### src/rtl/stream_accumulator43_7.sv
// stream_accumulator43_7
// Folds a stream of 7-bit unsigned increments into a 43-bit running total.
// Each run starts from a programmed value and lasts SAMPLE_COUNT accepted beats.
// A carry-out from any beat clamps the total to all ones and sets a sticky overflow flag.
// The finished total is handed to the consumer over a valid/ready handshake.
module stream_accumulator43_7 #(
    parameter int SAMPLE_COUNT = 16
) (
    input  logic        clk,
    input  logic        rst_n,
    input  logic        start,
    input  logic [42:0] init_value,
    input  logic        in_valid,
    input  logic [6:0]  in_data,
    output logic        in_ready,
    output logic        out_valid,
    input  logic        out_ready,
    output logic [42:0] out_sum,
    output logic        overflow,
    output logic        busy
);

    localparam int ACC_W  = 43;
    localparam int DATA_W = 7;
    localparam int CNT_W  = 16;
    localparam logic [CNT_W-1:0] LAST_BEAT = CNT_W'(SAMPLE_COUNT - 1);

    typedef enum logic [1:0] {
        IDLE  = 2'd0,
        ACCUM = 2'd1,
        DONE  = 2'd2
    } state_t;

    state_t            state;
    logic [ACC_W-1:0]  acc;
    logic [CNT_W-1:0]  beat_cnt;
    logic              ovf;
    logic [ACC_W:0]    sat_sum;

    // Widened add; bit ACC_W of the result carries the "saturated" indication
    // and the low bits hold the clamped total.
    function automatic logic [ACC_W:0] sat_add(input logic [ACC_W-1:0] a,
                                               input logic [DATA_W-1:0] b);
        logic [ACC_W:0] sum44;
        sum44 = {1'b0, a} + {{(ACC_W-DATA_W+1){1'b0}}, b};
        if (sum44[ACC_W])
            return {1'b1, {ACC_W{1'b1}}};
        else
            return {1'b0, sum44[ACC_W-1:0]};
    endfunction

    // Saturating sum of the current total and the incoming increment.
    always_comb begin
        sat_sum = sat_add(acc, in_data);
    end

    // Run control, beat counting and accumulation.
    always_ff @(posedge clk or negedge rst_n) begin
        if (!rst_n) begin
            state    <= IDLE;
            acc      <= '0;
            beat_cnt <= '0;
            ovf      <= 1'b0;
        end else begin
            case (state)
                IDLE: begin
                    if (start) begin
                        acc      <= init_value;
                        beat_cnt <= '0;
                        ovf      <= 1'b0;
                        state    <= ACCUM;
                    end
                end
                ACCUM: begin
                    if (in_valid) begin
                        acc      <= sat_sum[ACC_W-1:0];
                        beat_cnt <= beat_cnt + 16'd1;
                        if (sat_sum[ACC_W])
                            ovf <= 1'b1;
                        if (beat_cnt == LAST_BEAT)
                            state <= DONE;
                    end
                end
                DONE: begin
                    // Total and flag are frozen here; start is ignored.
                    if (out_ready)
                        state <= IDLE;
                end
                default: state <= IDLE;
            endcase
        end
    end

    // Handshake and status outputs decode directly from the registered state,
    // so in_ready never depends on in_valid.
    always_comb begin
        in_ready  = (state == ACCUM);
        out_valid = (state == DONE);
        busy      = (state != IDLE);
        out_sum   = acc;
        overflow  = ovf;
    end

endmodule
### config.mk
export PLATFORM = sky130hd
export DESIGN_NAME = stream_accumulator43_7
export DESIGN_NICKNAME = d
export VERILOG_FILES = /design/src/rtl/stream_accumulator43_7.sv
export SDC_FILE = /design/constraint.sdc
export NUM_CORES = 1
export LEC_CHECK = 0
export CORE_MARGIN = 3
export CORE_UTILIZATION = 50
export DETAILED_ROUTE_END_ITERATION = 10
export PLACE_DENSITY = 0.91
export SLEW_MARGIN = 20
export SYNTH_ARGS = -nofsm -noshare
export SYNTH_HDL_FRONTEND = slang
export SYNTH_SLANG_ARGS = --single-unit
### constraint.sdc
create_clock -name clk -period 2.9 [get_ports clk]
set_clock_uncertainty 0.15 [all_clocks]
set_input_delay 0.58 -clock clk [delete_from_list [all_inputs] [get_ports clk]]
set_output_delay 0.58 -clock clk [all_outputs]
set_load 0.05 [all_outputs]
==> impl_metrics.yaml, run 1 <==
cells_and_area:
  diodes: 0
  drive_above_1_share_pct: 18.03
  fillers: 479
  synthToLayoutAreaGrowth_pct: 42.94
  final_core_util_pct: 76.12
  nNetsFinal: 658
  regArea_sq_um: 1551
  multi_input_area_sq_um: 2311
  final_cell_count_no_fill: 698
synth:
  synthFlopType: "dfrtp_1"
  synth-compound-area-share_pct: 25.77
  synth-async-reset-ratio_pct: 100.0
  synth_seq_cells: 62
  synth_area_leaders: "dfrtp_1 39%, nor2_1 4.8%, a21oi_1 3.3%"
  syn-cell-area_sq_um: 3986
  yosysTopAreaCellShare_pct: 38.92
  syn_area_per_cell_sq_um: 8.918
  yosysMostFrequentCell: "dfrtp_1"
  synth_top_family_by_area: "compound AO/OA/AOI/OAI gates"
  synthMuxAreaShare_pct: 0.2511
  synthAdderAreaFrac_pct: 3.013
  netlist_instances: 447
  yosys.area_share.simple_pct: 23.76
  netlist.top_cell.by_area: "dfrtp_1"
  synth_commonest_cells: "62 x dfrtp_1, 51 x nor2_1, 29 x nand2_1, 26 x a21oi_1, 21 x o21ai_0"
  yosysUniqueCellTypes: 70
  synth_nets: 511
  synth-xor-area-share_pct: 4.175
  yosysSeqAreaShare_pct: 38.92
  yosysWarnings: 0
  synth_edf_count: 0
power_and_ir_drop:
  p_switching_mw: 3.370
  power_leakage_nw: 2.345
  p_seq_share_pct: 25.9
  p_per_area_nw_per_um2: 1163
  p_int_mw: 3.255
  pwr-share-comb_pct: 60.8
  irDropWorstVdd_uv: 697.5
  switching_share_pct: 50.87
  clockPowerShare_pct: 13.3
hold_path:
  hold_class: "in2async"
setup_path:
  startpoint: "in_data[5]"
  critPathCaptureType: "flip-flop"
  r2r_start: "out_sum[14]"
  arrival_ps: 2990
  cp-start-kind: "input pin"
  crit_required_ps: 2990
  rr_endpoint: "out_sum[35]"
  crit_fanout: 18
  reg2reg_setup_slack_ps: 150
  crit_type: "in2reg"
  reg2regPathDepth: 7
placed_design:
  gp_congestion: 0.9715
  place_inst: 680
  io_buffer_count: 101
  pre_cts_slack_ps: -315.1
  hpwl_um: 9592
global_routing:
  track_usage_pct: 31.11
  grt_pass1_vias: 4495
  grt_max_degree: 63
  antenna_found_initial: 0
  grt_pass1_wl_um: 21880
  globalRouteOverflowTotal: 0
drt:
  vias: 4618
  drcViolationCount: 0
  viasPerCell: 6.616
  drt_first_pass_iters: 6
  wl_per_cell_um: 20.05
  drtIter0Drc: 485
  drt-total-wl_um: 13990
  ant_nets: 0
clock_tree:
  clock_latency_ps: 360
  root_buffer: "clkbuf_8"
  hold_buffers: 0
  cts_tree: "done"
  cts.clk_slew.worst_paths_ps: 80
  cts_sinks: 62
  ctsHtreeMaxLevel: 3
  numCtsBuffers: 9
  cts_buffer_depth: 2
die:
  die_h_um: 95.29
  start_util_pct: 53.25
  fp-row-count: 31
  core_area_sq_um: 7486
  dieArea_sq_um: 9080
  die_w_um: 95.29
  io_pins: 102
timing:
  slew_viol_final: 0
  min_period_ps: 2897
  max_slew.worst_pin.slew_ps: 777.5
  worst_slack_ps: 3.431
  hold_violations: 0
  finalSetupViolCount: 0
  rsz0062_at_grt: "yes"
  fin_crit_sh_pct: 99.88
  maxSlewHeadroom_pct: 47.69
  fmax_mhz: 345.2
run:
  max_cap_violations: 0
outcome:
  status: "finished clean"
-- through the flow --
stage               total power [mW]  setup TNS, ps  cell area [sq um]  hold slack (ps)
floorplan                      4.074              0               3986            134.4
global route                   6.905         -591.9               5698            101.9
detailed placement             5.553          -9072               5423            358.4
finish                         6.625              0               5698            79.17
CTS                            6.474              0               5645            92.27
global placement               5.421          -6017               5423            351.1
-- layout make-up --
class / instances / share of cell area, %
flip-flops and latches: 62 / 27.23
repair buffers: 157 / 25.34
clock buffers: 10 / 2.415
clock inverters: 6 / 1.493
multi-input cells: 352 / 40.56
well taps: 99 / 2.174
inverters: 12 / 0.7905
-- critical path, stage by stage --
cell	delay [ps]
clkdlybuf4s50_1	420
ha_1	340
o21a_1	220
o211ai_1	300
buf_4	190
a2111oi_4	60
nor2_4	440
a21oi_1	160
o221a_2	270
-- logic make-up (layout without fill, tap and decap cells) --
kind of cell | count (synthesis) | count (layout)
adder cells (fa/ha/maj) | 9 | 9
buffers and inverters | 33 | 185
multiplexers | 1 | 1
flip-flops | 62 | 62
XOR/XNOR | 19 | 19
AND/OR/NAND/NOR | 178 | 178
AO/OA/AOI/OAI | 145 | 145
-- worst max-delay path by stage --
| stage | to | slack (ps) | cells past startpoint |
|---|---|---|---|
| floorplan | out_sum[24] | 90 | 9 |
| detailed placement | out_sum[20] | -320 | 8 |
| CTS | out_sum[20] | 30 | 8 |
| finish | out_sum[36] | 3 | 9 |
| global route | out_sum[29] | -100 | 10 |
| global placement | out_sum[36] | -230 | 8 |
-- sequential cells by signal, indices dropped and copies added, names as in the netlist --
name	cells
state	2
beat_cnt	16
overflow	1
out_sum	43
-- layout by cell type (no fill, tap or decap), types with 3 or more instances in the layout --
| cell type | count |
|---|---|
| a211oi_1 | 6 |
| a21o_1 | 3 |
| a21oi_1 | 26 |
| a21oi_2 | 3 |
| a2bb2oi_1 | 4 |
| a311oi_1 | 7 |
| a31oi_1 | 12 |
| and3_1 | 9 |
| and4_1 | 8 |
| buf_4 | 57 |
| clkbuf_8 | 10 |
| clkdlybuf4s50_1 | 97 |
| dfrtp_1 | 62 |
| ha_1 | 7 |
| inv_1 | 11 |
| nand2_1 | 29 |
| nand3_1 | 17 |
| nand4_1 | 18 |
| nor2_1 | 50 |
| nor3_1 | 12 |
| nor4_1 | 6 |
| o211ai_1 | 5 |
| o21a_1 | 5 |
| o21ai_0 | 21 |
| o21ai_1 | 4 |
| o221a_2 | 3 |
| o22a_1 | 4 |
| o22ai_1 | 18 |
| or3_1 | 6 |
| xnor2_1 | 6 |
| xor2_1 | 13 |
-- what timing repair did --
item,4_1_cts,5_1_grt
buffers inserted,0,2
setup endpoints to repair,0,26
gates resized for setup,0,6
endpoints found under the hold margin,0,0
-- power by group through the flow --
stage | Sequential, mW | Clock (mW) | Combinational (mW)
global placement | 1.66 | 0 | 3.76
finish | 1.72 | 0.880 | 4.03
global route | 1.76 | 0.917 | 4.23
CTS | 1.68 | 0.876 | 3.92
floorplan | 2.55 | 0 | 1.52
detailed placement | 1.69 | 0 | 3.87
-- routing by layer --
layer / track usage (%) / up-vias / part of all wire (%) / wire (um)
met3: 6.235 / 51 / 11 / 1494
met5: 0 / - / 0 / 0
li1: - / 2005 / - / -
met2: 50.20 / 362 / 48 / 6721
met1: 40.50 / 2200 / 38 / 5343
met4: 13.58 / 0 / 3.1 / 433
No activity file was read; power rests on OpenSTA's default activity.
==> run 2, diff against run 1 <==
--- a/config.mk
+++ b/config.mk
@@ -6,9 +6,9 @@
 export NUM_CORES = 1
 export LEC_CHECK = 0
 export CORE_MARGIN = 3
-export CORE_UTILIZATION = 50
+export CORE_UTILIZATION = 30
 export DETAILED_ROUTE_END_ITERATION = 10
-export PLACE_DENSITY = 0.91
+export PLACE_DENSITY = 0.63
 export SLEW_MARGIN = 20
 export SYNTH_ARGS = -nofsm -noshare
 export SYNTH_HDL_FRONTEND = slang
==> impl_metrics.yaml, run 2 (synthesis results as in run 1) <==
outcome:
  status: "finished clean"
setup_path:
  reg2regPathDepth: 9
  crit_type: "in2reg"
  crit_required_ps: 2950
  rr_endpoint: "out_sum[10]"
  reg2reg_setup_slack_ps: 250
  arrival_ps: 2810
  critPathCaptureType: "flip-flop"
  cp-start-kind: "input pin"
  r2r_start: "out_sum[15]"
  crit_fanout: 8
die:
  die_h_um: 121.3
  die_w_um: 121.3
  dieArea_sq_um: 14710
  core_area_sq_um: 12820
  start_util_pct: 31.08
  io_pins: 102
  fp-row-count: 41
placed_design:
  pre_cts_slack_ps: -385.7
  io_buffer_count: 101
  hpwl_um: 10420
  gp_congestion: 0.8768
  placed_area_sq_um: 5519
clock_tree:
  clock_latency_ps: 330
  ctsHtreeMaxLevel: 3
  numCtsBuffers: 9
  cts_sinks: 62
  cts_buffer_depth: 2
  root_buffer: "clkbuf_16"
  cts_tree: "done"
  cts.clk_slew.worst_paths_ps: 60
drt:
  drt_first_pass_iters: 5
  drt-total-wl_um: 14240
  drcViolationCount: 0
  wl_per_cell_um: 18.31
  vias: 4313
  ant_nets: 0
  viasPerCell: 5.544
  drtIter0Drc: 363
timing:
  hold_violations: 0
  worst_slack_ps: 141.9
  max_slew.worst_pin.slew_ps: 687.3
  rsz0062_at_grt: "no"
  min_period_ps: 2758
  finalSetupViolCount: 0
  slew_viol_final: 0
  maxSlewHeadroom_pct: 54.18
  fin_crit_sh_pct: 95.11
  fmax_mhz: 362.6
hold_path:
  hold_class: "in2async"
global_routing:
  grt_pass1_vias: 4246
  globalRouteOverflowTotal: 0
  antenna_found_initial: 0
  grt_max_degree: 41
  track_usage_pct: 19.41
  grt_pass1_wl_um: 22380
power_and_ir_drop:
  pwr-share-comb_pct: 59.5
  p_int_mw: 3.591
  p_per_area_nw_per_um2: 1150
  power_leakage_nw: 2.472
  switching_share_pct: 48.47
  p_seq_share_pct: 24.5
  p_switching_mw: 3.378
  clockPowerShare_pct: 16.1
  irDropWorstVdd_uv: 689.8
cells_and_area:
  nNetsFinal: 665
  synthToLayoutAreaGrowth_pct: 51.98
  stdcell_area_sq_um: 6058
  drive_above_1_share_pct: 20.46
  final_common_cell: "clkdlybuf4s50_1"
  final_core_util_pct: 47.24
  largest_reg_flops: 43
  diodes: 0
  final_cell_mix: "92 x clkdlybuf4s50_1, 62 x dfrtp_1, 61 x buf_4, 50 x nor2_1, 28 x nand2_1"
run:
  max_cap_violations: 0
## run 2: per-stage QoR
stage	std cells	total power [mW]	TNS [ps]	hold WS, ps
after floorplan	447	4.074	0	134.4
after global placement	752	5.538	-10520	340.1
after detailed placement	752	5.602	-12390	347.7
after CTS	769	6.743	0	151.0
after global routing	778	7.349	0	169.8
final	778	6.969	0	130.7
## run 2: how the worst max path moves through the flow
stage	startpoint	end	depth (start not counted)
finish	in_data[4]	out_sum[41]	10
global route	in_data[4]	out_sum[37]	10
CTS	in_data[1]	out_sum[41]	9
detailed placement	in_data[1]	out_sum[41]	9
global placement	in_data[0]	out_sum[22]	10
floorplan	out_sum[0]	out_sum[24]	9
## run 2: final cells by class
| type | count | area [sq um] |
|---|---|---|
| fillers | 1234 | 6766 |
| clock inverters | 5 | 57.56 |
| repair buffers | 164 | 1538 |
| inverters | 12 | 45.04 |
| flip-flops and latches | 62 | 1551 |
| clock buffers | 11 | 252.7 |
| well taps | 172 | 215.2 |
| multi-input cells | 352 | 2399 |
## run 2: timing repair
item	4_1_cts	5_1_grt
setup endpoints to repair	2	39
gates resized for setup	0	24
pin swaps	2	12
buffers inserted	1	10
hold buffers	0	0
cloned	0	0
## run 2: critical path: stages
cell             delay [ps]
clkdlybuf4s50_1         500
ha_4                    220
buf_4                   130
a21oi_2                 180
o31a_1                  260
a2111o_1                290
nand2_4                 140
buf_6                   160
o32ai_2                 250
a22oi_1                 110
## run 2: power by group through the flow
stage	registers [mW]	clock network [mW]	logic, mW
floorplan	2.55	0	1.52
global placement	1.67	0	3.87
detailed placement	1.68	0	3.92
CTS	1.67	1.13	3.94
global route	1.77	1.17	4.41
finish	1.71	1.12	4.14
## run 2: metal layers
metal | share of wire, % | global-route usage (%) | vias to the layer above
li1 | - | - | 2029
met1 | 43 | 25.78 | 2097
met2 | 48 | 31.50 | 160
met3 | 6.1 | 3.823 | 27
met4 | 2.3 | 7.003 | 0
met5 | 0 | 0 | -
==> run 3, diff against run 2 <==
--- a/config.mk
+++ b/config.mk
@@ -5,9 +5,12 @@
 export SDC_FILE = /design/constraint.sdc
 export NUM_CORES = 1
 export LEC_CHECK = 0
+export CORE_ASPECT_RATIO = 0.7
 export CORE_MARGIN = 3
 export CORE_UTILIZATION = 30
+export CTS_CLUSTER_SIZE = 28
 export DETAILED_ROUTE_END_ITERATION = 10
+export MAX_ROUTING_LAYER = met4
 export PLACE_DENSITY = 0.63
 export SLEW_MARGIN = 20
 export SYNTH_ARGS = -nofsm -noshare
==> impl_metrics.yaml, run 3 (synthesis results as in run 1) <==
setup_path:
  crit_chain: "clkdlybuf4s50_1 -> ha_1 -> a211oi_2 -> o31a_1 -> buf_4 -> a2111oi_4 -> buf_4 -> nor2_4 -> buf_4 -> a21oi_2 -> a2bb2oi_1"
  crit_required_ps: 3000
  crit_path_frequent_cell: "buf_4"
  arrival_ps: 2900
  cp-start-kind: "input pin"
  crit_type: "in2reg"
  crit_fanout: 8
  crit_slowest_cell: "clkdlybuf4s50_1"
  critPathCaptureType: "flip-flop"
  cpPeakStageDelay_ps: 430
clock_tree:
  root_buffer: "clkbuf_16"
  clock_latency_ps: 340
  cts_tree: "done"
  numCtsBuffers: 9
  ctsHtreeMaxLevel: 3
  hold_buffers: 0
  cts.clk_slew.worst_paths_ps: 60
  cts_buffer_depth: 2
  cts_sinks: 62
timing:
  whs_ps: 118.3
  min_period_ps: 2799
  tns_ps: 0
  fin_crit_sh_pct: 96.52
  fmax_mhz: 357.3
  hold_violations: 0
  rsz0062_at_grt: "yes"
  maxSlewHeadroom_pct: 56.40
  finalSetupViolCount: 0
  worst_slack_ps: 100.9
  slew_viol_final: 0
  max_slew.worst_pin.slew_ps: 654.0
cells_and_area:
  drive_above_1_share_pct: 20.26
  stdcell_area_sq_um: 5979
  multi_input_area_sq_um: 2340
  largest_reg_flops: 43
  final_cell_mix: "97 x clkdlybuf4s50_1, 67 x buf_4, 62 x dfrtp_1, 50 x nor2_1, 29 x nand2_1"
  diodes: 0
  final_core_util_pct: 47.01
  nNetsFinal: 671
  synthToLayoutAreaGrowth_pct: 50.00
  final_common_cell: "clkdlybuf4s50_1"
  fillers: 1204
  final_cell_count_no_fill: 774
  regArea_sq_um: 1551
global_routing:
  globalRouteOverflowTotal: 0
  antenna_found_initial: 0
  grt_pass1_vias: 4338
  grt_max_degree: 39
  grt_pass1_wl_um: 22240
  track_usage_pct: 19.80
placed_design:
  io_buffer_count: 101
  hpwl_um: 10510
  gp_congestion: 0.9147
  placed_area_sq_um: 5559
  place_inst: 749
  pre_cts_slack_ps: -352.7
drt:
  vias: 4320
  wl_per_cell_um: 18.65
  drt-total-wl_um: 14430
  drcViolationCount: 0
  drtIter0Drc: 378
  viasPerCell: 5.581
  ant_nets: 0
  drt_first_pass_iters: 6
power_and_ir_drop:
  power_leakage_nw: 2.440
  p_per_area_nw_per_um2: 1153
  irDropWorstVdd_uv: 443.8
  total_power_mw: 6.893
die:
  io_pins: 102
  dieArea_sq_um: 14730
  fp-row-count: 34
  start_util_pct: 31.34
  core_area_sq_um: 12720
  die_h_um: 102.4
  die_w_um: 143.8
hold_path:
  hold_class: "in2async"
outcome:
  status: "finished clean"
run:
  max_cap_violations: 0
## run 3: changes by cell type in the layout (fill, tap and decap cells not counted), sizes merged
cell,change
buf,+5
clkdlybuf4s50,+5
dlymetal6s2s,-5
clkinvlp,-1
clkbuf,-2
nor2,+1
clkinv,+3
## run 3: final timing paths
| path | from | end | slack, ps | cells past startpoint |
|---|---|---|---|---|
| worst max-delay path | in_data[1] | out_sum[37] | 100 | 11 |
| worst min-delay path | rst_n | out_sum[5] | 120 | 1 |
| worst max register to register | out_sum[15] | out_sum[19] | 280 | 7 |
| worst min register to register | out_sum[0] | out_sum[0] | 370 | 2 |
| max in group asynchronous | rst_n | beat_cnt[5] | 1840 | 2 |
| min in group clk | out_sum[0] | out_sum[0] | 370 | 2 |
## run 3: power breakdown
group	switching, mW	total (mW)	leakage [nW]	internal, mW
Clock	0.415	1.07	0.141	0.658
Sequential	0.486	1.68	0.764	1.20
Combinational	2.47	4.14	1.54	1.66
## run 3: layout make-up
| type | count | area share (%) |
|---|---|---|
| Multi-Input combinational cell | 353 | 39.13 |
| Sequential cell | 62 | 25.95 |
| Timing Repair Buffer | 169 | 25.93 |
| Clock buffer | 9 | 3.766 |
| Tap cell | 162 | 3.390 |
| Clock inverter | 7 | 1.088 |
| Inverter | 12 | 0.7533 |
## run 3: worst max-delay path: cells and delay by family
family / cells / cell delay [ps]
buffers and inverters: 4 / 940
and+or+nand+nor: 1 / 80
AOI/OAI and AO/OA: 5 / 980
adders and majority gates: 1 / 320
## run 3: timing repair
action / 4_1_cts / 5_1_grt
resized for setup: 0 / 12
setup endpoints to repair: 0 / 23
setup buffers: 0 / 8
## run 3: layer usage
metal	up-vias	track usage [%]	share of wire, %
li1	2046	-	-
met1	2075	26.57	47
met2	180	29.77	45
met3	19	5.192	6.8
met4	0	5.355	1.0
met5	-	-	0
